<file path="config.mk">
export PLATFORM = sky130hd
export DESIGN_NAME = reset_seq
export DESIGN_NICKNAME = d
export VERILOG_FILES = /design/src/rtl/reset_seq.sv
export SDC_FILE = /design/constraint.sdc
export NUM_CORES = 1
export LEC_CHECK = 0
export ABC_AREA = 1
export CORE_AREA = 2 2 52 54
export DETAILED_ROUTE_END_ITERATION = 7
export DIE_AREA = 0 0 54 56
export GPL_TIMING_DRIVEN = 0
export PLACE_DENSITY = 0.51
export SYNTH_ARGS = -nofsm -noshare
export SYNTH_HDL_FRONTEND = slang
export SYNTH_SLANG_ARGS = --single-unit
</file>
<file path="constraint.sdc">
create_clock -name clk_i -period 2.6 [get_ports clk_i]
set_input_delay 0.52 -clock clk_i [delete_from_list [all_inputs] [get_ports clk_i]]
set_output_delay 0.52 -clock clk_i [all_outputs]
set_load 0.005 [all_outputs]
</file>
<file path="src/rtl/reset_seq.sv">
// Reset sequencer: synchronised POR, staggered per-channel release, SW reset.
// Optional watchdog enabled by defining RESET_SEQ_WDT_EN.
module reset_seq #(
  parameter int NUM_RESETS     = 3,
  parameter int SYNC_STAGES    = 2,
  parameter int HOLD_CYCLES    = 4,
  parameter int STAGGER_CYCLES = 3,
  parameter int WDT_CYCLES     = 16
) (
  input  logic                  clk_i,
  input  logic                  rst_ni,
  input  logic                  sw_rst_req_i,
  input  logic                  wdt_kick_i,
  output logic [NUM_RESETS-1:0] rst_no,
  output logic                  busy_o,
  output logic [1:0]            cause_o
);
  localparam int MAX_HS =
    (HOLD_CYCLES > STAGGER_CYCLES) ? HOLD_CYCLES : STAGGER_CYCLES;
  localparam int MAX_C =
    (MAX_HS > WDT_CYCLES) ? MAX_HS : WDT_CYCLES;
  localparam int CW = $clog2(MAX_C + 1);

  localparam logic [CW-1:0] HOLD_LAST = CW'(HOLD_CYCLES - 1);
  localparam logic [CW-1:0] STAG_LAST = CW'(STAGGER_CYCLES - 1);
  localparam logic [CW-1:0] CNT_ONE   = CW'(1);

  localparam logic [1:0] CAUSE_POR = 2'b00;
  localparam logic [1:0] CAUSE_SW  = 2'b01;
  localparam logic [1:0] CAUSE_WDT = 2'b10;

  typedef enum logic [1:0] {
    S_RESET,
    S_HOLD,
    S_REL,
    S_RUN
  } state_t;

  state_t                r_state;
  state_t                w_state_nx;
  logic [SYNC_STAGES-1:0] r_sync;
  logic [CW-1:0]         r_cnt;
  logic [CW-1:0]         w_cnt_nx;
  logic [CW-1:0]         w_cnt_inc;
  logic [NUM_RESETS-1:0] r_rst_n;
  logic [NUM_RESETS-1:0] w_rst_n_nx;
  logic [NUM_RESETS-1:0] w_rel;
  logic [1:0]            r_cause;
  logic [1:0]            w_cause_nx;
  logic                  r_busy;
  logic                  w_sync;
  logic                  w_hold_done;
  logic                  w_stag_done;
  logic                  w_kick;
  logic                  w_wdt_fire;
  logic                  w_trig;

`ifdef RESET_SEQ_WDT_EN
  localparam logic [CW-1:0] WDT_LAST = CW'(WDT_CYCLES - 1);
  assign w_kick     = wdt_kick_i;
  assign w_wdt_fire = (r_state == S_RUN) && !wdt_kick_i &&
                      (r_cnt == WDT_LAST);
`else
  logic w_unused_kick;
  assign w_unused_kick = wdt_kick_i;
  assign w_kick        = 1'b0;
  assign w_wdt_fire    = 1'b0;
`endif

  assign w_sync      = r_sync[SYNC_STAGES-1];
  assign w_cnt_inc   = (&r_cnt) ? r_cnt : r_cnt + CNT_ONE;
  assign w_hold_done = (r_cnt >= HOLD_LAST);
  assign w_stag_done = (r_cnt == STAG_LAST);
  assign w_rel       = NUM_RESETS'({r_rst_n, 1'b1});
  assign w_trig      = (r_state != S_RESET) &&
                       (sw_rst_req_i || w_wdt_fire);

  always_ff @(posedge clk_i or negedge rst_ni) begin
    if (!rst_ni) r_sync <= '0;
    else         r_sync <= {r_sync[SYNC_STAGES-2:0], 1'b1};
  end

  always_ff @(posedge clk_i or negedge rst_ni) begin
    if (!rst_ni) r_state <= S_RESET;
    else         r_state <= w_state_nx;
  end

  always_comb begin
    w_state_nx = r_state;
    unique case (r_state)
      S_RESET: if (w_sync) w_state_nx = S_HOLD;
      S_HOLD:
        if (w_hold_done)
          w_state_nx = (&w_rel) ? S_RUN : S_REL;
      S_REL:
        if (w_stag_done && (&w_rel))
          w_state_nx = S_RUN;
      default: w_state_nx = r_state;
    endcase
    if (w_trig) w_state_nx = S_HOLD;
  end

  // The sync-exit edge counts as the first hold cycle, so the first
  // release lands on edge SYNC_STAGES + HOLD_CYCLES.
  always_comb begin
    w_cnt_nx   = r_cnt;
    w_rst_n_nx = r_rst_n;
    w_cause_nx = r_cause;
    unique case (r_state)
      S_RESET: w_cnt_nx = w_sync ? CNT_ONE : '0;
      S_HOLD: begin
        if (w_hold_done) begin
          w_rst_n_nx = w_rel;
          w_cnt_nx   = '0;
        end else begin
          w_cnt_nx = w_cnt_inc;
        end
      end
      S_REL: begin
        if (w_stag_done) begin
          w_rst_n_nx = w_rel;
          w_cnt_nx   = '0;
        end else begin
          w_cnt_nx = w_cnt_inc;
        end
      end
      default: w_cnt_nx = w_kick ? '0 : w_cnt_inc;
    endcase
    if (w_trig) begin
      w_rst_n_nx = '0;
      w_cnt_nx   = '0;
      w_cause_nx = w_wdt_fire ? CAUSE_WDT : CAUSE_SW;
    end
  end

  always_ff @(posedge clk_i or negedge rst_ni) begin
    if (!rst_ni) begin
      r_cnt   <= '0;
      r_rst_n <= '0;
      r_busy  <= 1'b1;
      r_cause <= CAUSE_POR;
    end else begin
      r_cnt   <= w_cnt_nx;
      r_rst_n <= w_rst_n_nx;
      r_busy  <= ~&w_rst_n_nx;
      r_cause <= w_cause_nx;
    end
  end

  assign rst_no  = r_rst_n;
  assign busy_o  = r_busy;
  assign cause_o = r_cause;

endmodule

</file>
==> results_dict.tcl <==
set metrics [dict create \
    status "finished clean" \
    portBuffers 7 \
    vias 601 \
    p_clk_share_pct 15.7 \
    ys_seq_elements 14 \
    clockRootBuffer "clkbuf_4" \
    clk_latency_ps 280 \
    die_y_microns 56 \
    fin_crit_ps 1810 \
    cts_sinks 14 \
    critPathLaunchType "flop" \
    totalWireLength_microns 1460 \
    diodes 0 \
    design_area_sq_um 950 \
    utilization_pct 39.0 \
    hold_start "r_sync[0]" \
    finalHoldViolCount 0 \
    core_area_sq_um 2430 \
    fin_setup_tns_ps 0 \
    cts_resized 0 \
    yosysUniqueCellTypes 24 \
    slowest_delay_ps 520 \
    path_clk_slew_ps 90 \
    rsz0062_at_grt "false" \
    grt_max_degree 15 \
    worst_pin_slew_ps 640 \
    die_x_microns 54 \
    critPathSlowestCell "dfstp_2" \
    start_util_pct 33.5 \
    critical_path.cell_chain "clkdlybuf4s50_1" \
    cts_setup_buffers 0 \
    dr.pass1.iters 4 \
    crit_path_end_kind "primary output" \
    peakVddDrop_mv 0.552 \
    synth_area_leaders "dfrtp_1 (40%), ha_1 (9.2%), nand2_1 (8.7%)" \
    final_layout_size_suffix_gt1_share_pct 17.3 \
    r2r_start "r_state[0]" \
    skew_ps 10.3 \
    path_depth 1 \
    hpwl_microns 1120 \
    ant_nets 0 \
    syn_avg_cell_area_sq_um 8.77 \
    min_path_type "reg2reg" \
    nets 115 \
    leakagePower_nw 0.453 \
    critical_path_class "reg2out" \
    setup_viol_count_final 0 \
    antenna_found_initial 0 \
    grt_pass1_wl_microns 2640 \
    synth_area_leader_cell "dfrtp_1" \
    drc_errors 0 \
    cp_data_arrival_time_ps 1290 \
    hold_buffers 0 \
    cap_viol_max_count 0 \
    regToRegEndpoint "r_state[0]" \
    drt_first_iter_violations 9 \
    power_frac_comb_pct 49.6 \
    fin_hold_ws_ps 359 \
    cp_max_fo 1 \
    fmax_ghz 0.553 \
    syn_nets 103 \
    power_density_nw_per_um2 872 \
    dp.cells 130 \
    cts-htree-levels 1 \
    yosysSeqAreaShare_pct 43.1 \
    fin_crit_sh_pct 69.5 \
    gp_congestion 0.798 \
    yosysWarnings 0 \
    startpoint "busy_o" \
    worst-r2r-cell-count 8 \
    cts_tree "done" \
    switching_power_w 0.000359 \
    netSwitchingFraction_pct 43.4 \
    cp.required_ps 2080 \
    cp_top_family "flip-flops" \
    clk_path_buf_depth 2 \
    path_buf_inv 1 \
    slew_viol_final 0 \
    dpl-instance-area_sq_um 923 \
    netlist_area_sq_um 816 \
    wire_per_inst_microns 10.9 \
    syn_to_final_growth_pct 16.4 \
    endpoint "busy_o" \
    dieArea_sq_um 3020 \
    regToRegSetupSlack_ps 1100 \
    grt_pass1_vias 593 \
    grt-ovfl-total 0 \
    rows 18 \
    fin_cells 134 \
    io-pin-count 10 \
    synth_top_area_share_pct 39.9 \
    routed_via_density 4.49 \
    hold_depth 0 \
    grt_use_total_pct 12.1 \
    synthCells 93 \
    p_int_w 0.000469 \
    numCtsBuffers 3 \
    slew_headroom_pct 57.2 \
    seqPwrFrac_pct 34.7 \
]
worst min path at each step:
stage	endpoint	slack, ps
detailed placement	r_sync[1]	340
global route	r_sync[1]	370
floorplan	cause_o[0]	220
CTS	r_sync[1]	360
finish	r_sync[1]	360
global placement	r_sync[1]	340
area by class of cell:
class,instances,area [sq um]
Inverter,13,48.8
Buffer,1,7.51
Fill cell,254,1480
Timing Repair Buffer,7,70.1
Clock buffer,4,26.3
Multi-Input combinational cell,65,408
Tap cell,30,37.5
Sequential cell,14,352
Yosys cell counts:
cell type and number:
nor2_1 4, nand4_1 2, o22ai_2 1, inv_1 13, or2_2 2, nand3b_1 1, o21ai_0 2, nand2_1 19
nor2_4 2, dfstp_2 1, nand3_1 7, o2111ai_1 1, nand2_2 5, ha_1 6, xor2_1 1, conb_1 2
buf_4 1, nand3_2 1, dfrtp_1 13, o21ai_1 3, xnor2_1 1, a31oi_2 1, a21oi_1 3, a21oi_4 1
state kept, by name, summed over array words and instances (netlist names):
signal   cells
r_sync       2
busy_o       1
r_state      2
rst_no       3
cause_o      1
r_cnt        5
kinds of logic after synthesis:
| logic type | synth area share (%) |
|---|---|
| AO/OA/AOI/OAI | 11.0 |
| AND/OR/NAND/NOR | 26.7 |
| adder cells (fa/ha/maj) | 9.20 |
| XOR/XNOR | 2.15 |
| buffers and inverters | 6.90 |
| flip-flops | 43.1 |
| other | 0.921 |
cell usage in the layout, fill, tap and decap left out, types with 2 or more instances in the layout:
cell type	count
nand2_1	19
inv_1	13
dfrtp_1	13
nand3_1	7
clkdlybuf4s50_1	7
ha_1	6
nand2_2	5
nor2_1	4
a21oi_1	3
o21ai_1	3
clkbuf_4	3
nand4_1	2
or2_2	2
nor2_4	2
o21ai_0	2
conb_1	2
stage by stage:
stage | power [W] | setup WS, ps
after detailed placement | 0.000709 | 899
after global placement | 0.000703 | 909
after floorplan | 0.000615 | 1270
after global routing | 0.000923 | 733
final | 0.000828 | 793
after CTS | 0.000844 | 773
metal layers:
layer	track usage (%)	wire length, microns
met3	5.65	58
met5	0	0
met2	17.2	674
met1	16.4	710
met4	3.21	12
power by group through the flow:
stage | clock [W] | combinational [W] | sequential (W)
after floorplan | 0 | 0.000329 | 0.000285
after global placement | 0 | 0.000413 | 0.000291
after detailed placement | 0 | 0.000417 | 0.000292
after CTS | 0.000138 | 0.000419 | 0.000288
after global routing | 0.000149 | 0.000478 | 0.000296
final | 0.000130 | 0.000411 | 0.000287
No activity file was read; power rests on OpenSTA's default activity.
